[config.mk]
export PLATFORM = sky130hd
export DESIGN_NAME = range_sequencer
export DESIGN_NICKNAME = d
export VERILOG_FILES = /design/src/rtl/range_sequencer.sv
export SDC_FILE = /design/constraint.sdc
export NUM_CORES = 1
export LEC_CHECK = 0
export ABC_CLOCK_PERIOD_IN_PS = 2900
export CORE_MARGIN = 3
export CORE_UTILIZATION = 40
export DETAILED_ROUTE_END_ITERATION = 7
export DONT_BUFFER_PORTS = 1
export GPL_ROUTABILITY_DRIVEN = 0
export PLACE_DENSITY = 0.5
export SLEW_MARGIN = 20
export SYNTH_ARGS = -nofsm -noshare
export SYNTH_HDL_FRONTEND = slang
export SYNTH_SLANG_ARGS = --single-unit
[constraint.sdc]
create_clock -name clock -period 2.9 [get_ports clock]
set_input_delay 0.435 -clock clock [delete_from_list [all_inputs] [get_ports clock]]
set_output_delay 0.435 -clock clock [all_outputs]
set_load 0.02 [all_outputs]
[src/rtl/range_sequencer.sv]
// Sequencer that owns the range-finder controls: frames a gapped sample window with
// go/finish pulses, waits out the finder latency, captures the range and tracks errors.
module range_sequencer #(
  parameter int WIDTH      = 10,
  parameter int CNT_W      = 8,
  parameter int RESULT_LAT = 1
) (
  input  logic             clock,
  input  logic             reset,
  input  logic             start,
  input  logic [CNT_W-1:0] win_len,
  input  logic             abort,
  input  logic             smp_valid,
  input  logic [WIDTH-1:0] smp_data,
  output logic [WIDTH-1:0] rf_data,
  output logic             rf_go,
  output logic             rf_finish,
  input  logic [WIDTH-1:0] rf_range,
  input  logic             rf_error,
  output logic             busy,
  output logic [WIDTH-1:0] result,
  output logic             result_valid,
  output logic             err
);

  localparam int LAT_W = (RESULT_LAT < 2) ? 1 : $clog2(RESULT_LAT + 1);

  typedef enum logic [2:0] {IDLE, FIRST, RUN, WAIT, DONE} state_t;

  state_t           state_reg, state_next;
  logic [CNT_W-1:0] remaining_reg, remaining_next;
  logic [LAT_W-1:0] lat_cnt_reg, lat_cnt_next;
  logic [WIDTH-1:0] rf_data_reg, rf_data_next;
  logic [WIDTH-1:0] result_reg, result_next;
  logic             rf_go_reg, rf_go_next;
  logic             rf_finish_reg, rf_finish_next;
  logic             result_valid_reg, result_valid_next;
  logic             err_reg, err_next;

  always_ff @(posedge clock) begin
    if (reset) begin
      state_reg        <= IDLE;
      remaining_reg    <= '0;
      lat_cnt_reg      <= '0;
      rf_data_reg      <= '0;
      result_reg       <= '0;
      rf_go_reg        <= 1'b0;
      rf_finish_reg    <= 1'b0;
      result_valid_reg <= 1'b0;
      err_reg          <= 1'b0;
    end else begin
      state_reg        <= state_next;
      remaining_reg    <= remaining_next;
      lat_cnt_reg      <= lat_cnt_next;
      rf_data_reg      <= rf_data_next;
      result_reg       <= result_next;
      rf_go_reg        <= rf_go_next;
      rf_finish_reg    <= rf_finish_next;
      result_valid_reg <= result_valid_next;
      err_reg          <= err_next;
    end
  end

  always_comb begin
    state_next        = state_reg;
    remaining_next    = remaining_reg;
    lat_cnt_next      = lat_cnt_reg;
    rf_data_next      = rf_data_reg;
    result_next       = result_reg;
    rf_go_next        = 1'b0;
    rf_finish_next    = 1'b0;
    result_valid_next = 1'b0;
    err_next          = err_reg;

    if (rf_error && state_reg != IDLE) err_next = 1'b1;

    case (state_reg)
      IDLE: begin
        if (start) begin
          if (win_len >= CNT_W'(2)) begin
            state_next     = FIRST;
            remaining_next = win_len;
            err_next       = 1'b0;
          end else begin
            err_next = 1'b1;
          end
        end
      end
      FIRST: begin
        if (abort) begin
          state_next = IDLE;
        end else if (smp_valid) begin
          rf_data_next   = smp_data;
          rf_go_next     = 1'b1;
          remaining_next = remaining_reg - CNT_W'(1);
          state_next     = RUN;
        end
      end
      RUN: begin
        // An aborted window is still closed with finish; DONE gives it one busy cycle.
        if (abort) begin
          rf_finish_next = 1'b1;
          state_next     = DONE;
        end else if (smp_valid) begin
          rf_data_next = smp_data;
          if (remaining_reg != '0) remaining_next = remaining_reg - CNT_W'(1);
          if (remaining_reg <= CNT_W'(1)) begin
            rf_finish_next = 1'b1;
            lat_cnt_next   = '0;
            state_next     = WAIT;
          end
        end
      end
      WAIT: begin
        if (abort) begin
          state_next = IDLE;
        end else if (lat_cnt_reg == LAT_W'(RESULT_LAT)) begin
          result_next       = rf_range;
          result_valid_next = 1'b1;
          state_next        = DONE;
        end else begin
          lat_cnt_next = lat_cnt_reg + LAT_W'(1);
        end
      end
      DONE:    state_next = IDLE;
      default: state_next = IDLE;
    endcase
  end

  assign rf_data      = rf_data_reg;
  assign rf_go        = rf_go_reg;
  assign rf_finish    = rf_finish_reg;
  assign result       = result_reg;
  assign result_valid = result_valid_reg;
  assign err          = err_reg;
  assign busy         = (state_reg != IDLE);

endmodule

# --- Word-level counts from Yosys, hierarchy flattened ---
# Cells that the tools add are included.
word_totals:
  input_bits: 34
  output_inout_bits: 25
  reg_bits: 36
classes:
  addsub: 2
  order_cmp: 2
  n_bitwise: 4
  muxes: 33
  reduce_logical: 15
  n_eq_ne: 16
op_table:
  columns: ["op", "count"]
  rows:
  - ["$mux 8", 7]
  - ["$mux 3", 9]
  - ["$pmux 8 s3", 1]
  - ["$ne 2x2->1 const B", 9]
  - ["$mux 1", 14]
  - ["$ne 3x3->1 const B", 4]
  - ["$pmux 3 s4", 1]
  - ["$ge 8x2->1 const B", 1]
  - ["$le 8x1->1 const B", 1]
  - ["$reduce_and 8->1", 1]
  - ["$reduce_bool 8->1", 1]
  - ["$sub 8x1->8 const B", 1]
  - ["$eq 3x2->1 const B", 2]
  - ["$reduce_and 3->1", 2]
  - ["$reduce_and 6->1", 1]
  - ["$reduce_bool 3->1", 2]
  - ["$reduce_or 3->1", 2]
  - ["$reduce_and 5->1", 1]
  - ["$not 1->1", 4]
  - ["$reduce_or 2->1", 2]
  - ["$eq 3x1->1 const B", 1]
  - ["$logic_not 3->1", 1]
  - ["$pmux 1 s2", 1]
  - ["$reduce_bool 2->1", 1]
  - ["other kinds (2)", 2]

# --- Logic depth before layout (Yosys ltp) ---
# Gate-level depths: netlist of the first run.
logic_depth:
  word_depth: 5
  mapped_depth: 7

# --- Least setup slack after synthesis of the first run ---
# No wires, ideal clock.
synth_timing:
  kind: "reg2reg"
  from: "register remaining_reg[0]"
  to: "register remaining_reg[4]"
  period_less_slack_ns: 1.650
  setup_ns: 0.092
  path_buffers: 0
  t_required_ns: 2.808
  arrival_time_ns: 1.558
  path_stages_with_launch: 7
  path_slack_ns: 1.250
  cell_sequence: "dfxtp_1 > inv_1 > ha_1 > or4b_2 > nor3_1 > a21oi_1 > o32ai_1"
synth_via:
  elab_chain_len: 5
  word_cells_on_any_way: 10
synth_lines:
  columns: ["item", "line", "text"]
  rows:
  - ["start: declaration", "31", "logic [CNT_W-1:0] remaining_reg, remaining_next;"]
  - ["start signal: assignment", "53", "remaining_reg <= remaining_next;"]
  - ["$sub 8x1->8", "95, 106", null]
  - ["$mux 8", "106", "if (remaining_reg != '0) remaining_next = remaining_reg - CNT_W'(1);"]
  - ["$mux 8", "104", "end else if (smp_valid) begin"]
  - ["$mux 8", "101", "if (abort) begin"]
  - ["$pmux 8 s3", "77", "case (state_reg)"]
# Parallel ways exist; a longest one is shown, timed or not. The select of a mux whose other input is x is not followed.
# A chain may end at the register's enable or synchronous reset.

# --- Worst setup path after layout of the first run ---
layout_timing:
  from: "register state_reg[0]"
  to: "register remaining_reg[1]"
layout_via:
  elab_chain_len: 3
  word_cells_on_any_way: 13
layout_lines:
  columns: ["item", "line", "text"]
  rows:
  - ["start: declaration", "30", "state_t state_reg, state_next;"]
  - ["start signal: assignment", "52", "state_reg <= state_next;"]
  - ["$eq 3x2->1 (tied with other cells)", "77", null]
  - ["$ne 2x2->1 (no line) / $reduce_bool 3->1 (equally long branches)", null, null]
  - ["$reduce_and 8->1 (no line)", null, null]
# Parallel ways exist; a longest one is shown, timed or not.

==> results of run 1 <==
-- power by group through the flow --
| stage | Sequential (mW) | Combinational (mW) | Clock (mW) |
|---|---|---|---|
| 2_1_floorplan | 0.597 | 0.358 | 0 |
| 3_3_place_gp | 0.621 | 0.389 | 0 |
| 3_5_place_dp | 0.622 | 0.394 | 0 |
| 4_1_cts | 0.611 | 0.397 | 0.387 |
| 5_1_grt | 0.620 | 0.441 | 0.400 |
| 6_report | 0.612 | 0.400 | 0.367 |
-- layer usage --
metal	GRT usage [%]	vias to the layer above
li1	-	701
met3	5.19	2
met5	0	-
met4	5.01	0
met1	20.8	662
met2	24.9	53
-- logic make-up after synthesis --
logic type / count (synthesis)
xor+xnor: 1
mux: 11
compound gates: 54
flops: 36
buf+inv: 15
fa+ha+maj: 2
simple gates: 76
-- final cells by class --
cell class / instances / area, sq um
Tap cell: 50 / 62.6
Multi-Input combinational cell: 144 / 941
Clock inverter: 1 / 7.51
Inverter: 3 / 11.3
Clock buffer: 7 / 86.3
Fill cell: 406 / 2260
Sequential cell: 36 / 721
-- placed cells by master, fill, tap and decap left out, types with 2 or more instances in the layout --
| master | netlist | routed |
|---|---|---|
| nor4_1 | 2 | 2 |
| nor3_1 | 6 | 6 |
| inv_1 | 3 | 3 |
| nor4b_1 | 3 | 3 |
| nand2_1 | 24 | 24 |
| nor2_1 | 16 | 16 |
| or3b_2 | 3 | 3 |
| nor2_2 | 2 | 2 |
| clkbuf_8 | 0 | 6 |
| dfxtp_1 | 36 | 36 |
| nand2b_1 | 8 | 8 |
| o21ai_0 | 4 | 4 |
| o32ai_1 | 7 | 7 |
| nand3_1 | 2 | 2 |
| ha_1 | 2 | 2 |
| mux2i_1 | 10 | 10 |
| o21a_1 | 3 | 3 |
| a221oi_1 | 2 | 2 |
| a2bb2oi_1 | 3 | 3 |
| a211oi_1 | 4 | 4 |
| a22oi_1 | 3 | 3 |
| a21oi_1 | 15 | 15 |
-- worst reg2reg max path: stages, from the launching register on --
cell      delay, ps
dfxtp_1         450
xnor2_1         790
or2_0           490
a221oi_1        160
a211oi_1        250
-- how the worst min path moves through the flow --
| stage | end | slack [ps] |
|---|---|---|
| 5_1_grt | result[4] | 200 |
| 4_1_cts | result[9] | 200 |
| 6_report | result[2] | 220 |
| 2_1_floorplan | remaining_reg[7] | 470 |
| 3_3_place_gp | remaining_reg[7] | 500 |
| 3_5_place_dp | remaining_reg[7] | 490 |
-- through the flow --
step           hold WS [ps]  std cells  instance area, sq um
4_1_cts                 201        241                  1830
5_1_grt                 198        241                  1830
3_3_place_gp            496        233                  1740
2_1_floorplan           466        195                  1740
6_report                217        241                  1830
3_5_place_dp            493        233                  1740
==> out/metrics.cfg, run 1 <==
[timing]
rsz0062_at_grt=no
tns_ps=0
worst_pin_slew_ps=895
setup_viol_count_final=0
fin_crit_sh_pct=77.2
layout_setup_ws_ps=662
fin_crit_ps=2240
max_slew_margin_pct=39.9
maxSlewViolCount=0
finalHoldViolCount=0
skew_ps=3.89
fmax_mhz=447

[setup_path]
crit_type=reg -> reg
cp_cell_sequence=xnor2_1 -> or2_0 -> a221oi_1 -> a211oi_1
rrSetupSlack_ps=660
cp_max_fo=15
cp.arrival_ps=2430
crit_start=state_reg[0]
worst-path-buf-inv=0
r2r_start=state_reg[0]
crit_path_end_kind=flip-flop
worstRegToRegCells=4
worst-path-stages=4
slowest_delay_ps=790
timing.critical_path.to=remaining_reg[1]
cp.required_ps=3090
r2r_end=remaining_reg[1]
path_delay_family=XOR/XNOR gates
start_kind=flip-flop
cpMaxStageDelayCell=xnor2_1

[grt]
grt_pass1_wl_mm=6.55
grt_pass1_vias=1362
gr-usage-all-layers_pct=15.9
antenna_found_initial=0
grt_start_max_net_pins=42
overflow=0

[cells_and_area]
final_layout_size_suffix_gt1_share_pct=10.5
area_growth_pct=5.41
num_antenna_cells=0
finalNetCount=226
utilization_pct=44.8

[clocking]
cts-resized-gates=0
clkLatencyLatePin_ps=280
htree_levels=2
clockBufferDepth=2
numCtsBuffers=5
cts-root-buf=clkbuf_8
cts.clk_slew.worst_paths_ps=70
cts_tree=yes
post-cts-setup-buffers=0
cts_sinks=36
cts_hold_buf=0

[route]
viasPerCell=5.88
met2_wirelength_mm=1.88
drc=0
totalWireLength_mm=4.03
ant_nets=0
drtIter0Drc=122
wl_per_cell_um=16.7
first_pass_iters=4
wl_met1_mm=1.78
top_layer=met4
met3_length_um=343
vias=1418

[logic_synthesis]
yosysSeqAreaShare_pct=41.5
async_flop_share_pct=0
synth_flop_cell=dfxtp_1
synth_top_cell_area_share_pct=41.5
netlist_instances=195
ys_ff_latch=36
yosysWarningCount=0
synthTopCellsByCount=36 x dfxtp_1, 24 x nand2_1, 16 x nor2_1
synth_simple_gate_area_share_pct=23.1
synth_cell_types=49
synth_area_per_cell_sq_um=8.90
yosys.area.top_type=dfxtp_1
synth-adder-area-share_pct=1.44
synth-edff-count=0
yosysMostFrequentCell=dfxtp_1
synth_area_sq_um=1740
synth_mux_area_share_pct=6.42
synth_compound_area_share_pct=22.8
yosys-top-cells-area=dfxtp_1 42%, mux2i_1 5.8%, nand2_1 5.2%, a21oi_1 4.3%, o32ai_1 3.5%
synth-xor-area-share_pct=0.505
synth_top_family_by_area=simple AND/OR/NAND/NOR gates
synth_fp_nets=231

[min_path]
worstHoldPathType=in -> reg
hold_path_startpoint=reset
hold_depth=1

[power]
power.density_nw_per_um2=753
comb_power_share_pct=29.0
p_sw_mw=0.467
clkPwrFrac_pct=26.6
internal_power_mw=0.911
p_leak_nw=0.663
irDropWorstVdd_v=0.000327
p_sw_share_pct=33.9
pwr-share-seq_pct=44.4
finalPower_mw=1.38

[floorplanning]
dieArea_sq_um=5160
ios=59
initial_core_util_pct=42.5
die_h_um=71.9
num_rows=23
dieWidth_um=71.9
core_area_sq_um=4090

[place]
place_ws_ps=740
portBuffers=0
dp_hpwl_mm=2.88

[run_status]
status=completed

[job]
maxCapViolations=0

No activity file was read; power rests on OpenSTA's default activity.
==> run 2, diff against run 1 <==
--- a/config.mk
+++ b/config.mk
@@ -5,13 +5,14 @@
 export SDC_FILE = /design/constraint.sdc
 export NUM_CORES = 1
 export LEC_CHECK = 0
-export ABC_CLOCK_PERIOD_IN_PS = 2900
+export ABC_AREA = 1
+export ABC_CLOCK_PERIOD_IN_PS = 2000
 export CORE_MARGIN = 3
 export CORE_UTILIZATION = 40
 export DETAILED_ROUTE_END_ITERATION = 7
 export DONT_BUFFER_PORTS = 1
 export GPL_ROUTABILITY_DRIVEN = 0
-export PLACE_DENSITY = 0.5
+export PLACE_DENSITY = 0.52
 export SLEW_MARGIN = 20
 export SYNTH_ARGS = -nofsm -noshare
 export SYNTH_HDL_FRONTEND = slang
==> constraint.sdc (replaced) <==
create_clock -name clock -period 2 [get_ports clock]
set_input_delay 0.3 -clock clock [delete_from_list [all_inputs] [get_ports clock]]
set_output_delay 0.3 -clock clock [all_outputs]
set_load 0.02 [all_outputs]
==> out/metrics.cfg, run 2 <==
[grt]
antenna_found_initial=0  ; unchanged
grt_start_max_net_pins=22  ; -48%
overflow=0  ; unchanged
gr-usage-all-layers_pct=16.5  ; +0.54 points
grt_pass1_wl_mm=6.91  ; +5.6%
grt_pass1_vias=1500  ; +10%

[setup_path]
cp_max_fo=12  ; -3
cpMaxStageDelayCell=dfxtp_1
rrSetupSlack_ps=380  ; -280 ps
start_kind=flip-flop
slowest_delay_ps=460  ; -330 ps
path_delay_family=simple AND/OR/NAND/NOR gates
crit_path_end_kind=flip-flop
worst-path-buf-inv=1  ; +1
r2r_end=result[8]
crit_start=state_reg[1]
cp.required_ps=2220  ; -870 ps
cpMostUsedCell=nor2_1
worstRegToRegCells=6  ; +2
cp.arrival_ps=1840  ; -590 ps
crit_type=reg -> reg
r2r_start=state_reg[1]
cp_cell_sequence=nand2_1 -> nor2_1 -> nand3_1 -> clkinv_1 -> nor2_1 -> nor2_1

[logic_synthesis]
synth_cell_types=31  ; -37%
yosysMostFrequentCell=nor2_1
synth_fp_nets=291  ; +26%
ys_ff_latch=36  ; unchanged
synth_area_sq_um=1770  ; +1.9%
yosysSeqAreaShare_pct=40.8  ; -0.76 points
yosysWarningCount=0  ; unchanged
synth_flop_cell=dfxtp_1
synth-edff-count=0  ; unchanged
synth_top_cell_area_share_pct=40.8  ; -0.76 points
async_flop_share_pct=0  ; unchanged
netlist_instances=255  ; +31%
yosys.area.top_type=dfxtp_1
synthTopCellsByCount=75 x nor2_1, 36 x dfxtp_1, 36 x nand2_1
yosys-top-cells-area=dfxtp_1 41%, nor2_1 16%, nand2_1 7.6%, o21ai_0 5.9%, o21ai_1 4.2%
synth_area_per_cell_sq_um=6.93  ; -22%

[route]
drtIter0Drc=91  ; -25%
totalWireLength_mm=4.11  ; +2.0%
viasPerCell=5.09  ; -13%
first_pass_iters=4  ; unchanged
vias=1573  ; +11%
drc=0  ; unchanged
wl_per_cell_um=13.3  ; -20%
ant_nets=0  ; unchanged

[min_path]
hold_path_startpoint=reset
hold_depth=1  ; unchanged
worstHoldPathType=in -> reg
holdPathEnd=remaining_reg[7]

[place]
place_inst=301  ; +29%
dp_hpwl_mm=3.06  ; +6.4%
dpl-instance-area_sq_um=1810  ; +4.0%
portBuffers=0  ; unchanged

[timing]
max_slew_margin_pct=71.6  ; +32 points
fin_crit_ps=1620  ; -622 ps
tns_ps=0  ; unchanged
finalHoldViolCount=0  ; unchanged
worst_pin_slew_ps=425  ; -471 ps
fin_crit_sh_pct=80.8  ; +3.6 points
maxSlewViolCount=0  ; unchanged
hold_ws_ps=69.5  ; -147 ps
setup_viol_count_final=0  ; unchanged
rsz0062_at_grt=no
fmax_mhz=619  ; +38%
skew_ps=1.20  ; -2.69 ps

[power]
finalPower_mw=3.25  ; +140%
p_leak_nw=0.845  ; +28%
irDropWorstVdd_v=0.000845  ; +160%
power.density_nw_per_um2=1650  ; +120%

[clocking]
cts_hold_buf=0  ; unchanged
cts-root-buf=clkbuf_8
cts_tree=yes
cts_sinks=36  ; unchanged
htree_levels=2  ; unchanged
clockBufferDepth=2  ; unchanged
numCtsBuffers=5  ; unchanged
clkLatencyLatePin_ps=280  ; about the same
post-cts-setup-buffers=0  ; unchanged
cts-resized-gates=0  ; unchanged
cts.clk_slew.worst_paths_ps=70  ; about the same

[cells_and_area]
final_layout_size_suffix_gt1_share_pct=13.1  ; +2.7 points
num_antenna_cells=0  ; unchanged
final_cell_mix=75 x nor2_1, 36 x nand2_1, 36 x dfxtp_1
finalNetCount=294  ; +30%
fin_cells=309  ; +28%
final_area_sq_um=1960  ; +7.4%
final_common_cell=nor2_1
area_growth_pct=11.1

[floorplanning]
dieWidth_um=72.5  ; +0.86%
die_h_um=72.5  ; +0.86%
initial_core_util_pct=42.7  ; +0.20 points
dieArea_sq_um=5250  ; +1.7%
num_rows=23  ; unchanged
ios=59  ; unchanged
core_area_sq_um=4140  ; +1.4%

[run_status]
status=completed

[job]
maxCapViolations=0  ; unchanged

## run 2: final cells by class
| cell class | instances | area, sq um |
|---|---|---|
| Inverter | 20 | 77.6 |
| Clock inverter | 3 | 90.1 |
| Multi-Input combinational cell | 193 | 930 |
| Tap cell | 50 | 62.6 |
| Fill cell | 453 | 2180 |
| Sequential cell | 36 | 721 |
| Clock buffer | 5 | 68.8 |
| Timing Repair Buffer | 2 | 15.0 |
## run 2: worst max path at each step
stage                        to  slack, ps  depth (start not counted)
2_1_floorplan  remaining_reg[3]        600                          8
3_3_place_gp          result[9]        410                          6
3_5_place_dp          result[8]        410                          6
4_1_cts               result[8]        380                          6
5_1_grt               result[3]        200                          6
6_report              result[8]        380                          6
## run 2: cells by family after synthesis
group,count (synthesis),synth area share [%]
simple gates,145,36.9
compound gates,45,13.8
flops,36,40.8
buf+inv,26,6.65
fa+ha+maj,2,1.42
xor+xnor,1,0.495
## run 2: worst register-to-register path, cell delays in order, from the launching register on
cell      delay, ps
dfxtp_1         460
nand2_1          80
nor2_1          180
nand3_1         350
clkinv_1        320
nor2_1           70
nor2_1          110
## run 2: metal layers
layer	vias up	track usage (%)	routed length (um)
li1	821	-	-
met1	700	21.0	1860
met2	48	26.4	1900
met3	4	5.68	319
met4	0	4.71	30
met5	-	0	0
## run 2: where the power goes
group / switching [mW] / internal, mW
Sequential: 0.212 / 0.861
Combinational: 0.840 / 0.441
Clock: 0.268 / 0.624
Total: 1.32 / 1.93
## run 2: per-stage QoR
stage	utilization [%]	setup WS [ps]
final	47.4	383
after global routing	47.4	196
after floorplan	-	603
after detailed placement	43.6	413
after CTS	47.4	385
after global placement	43.6	411
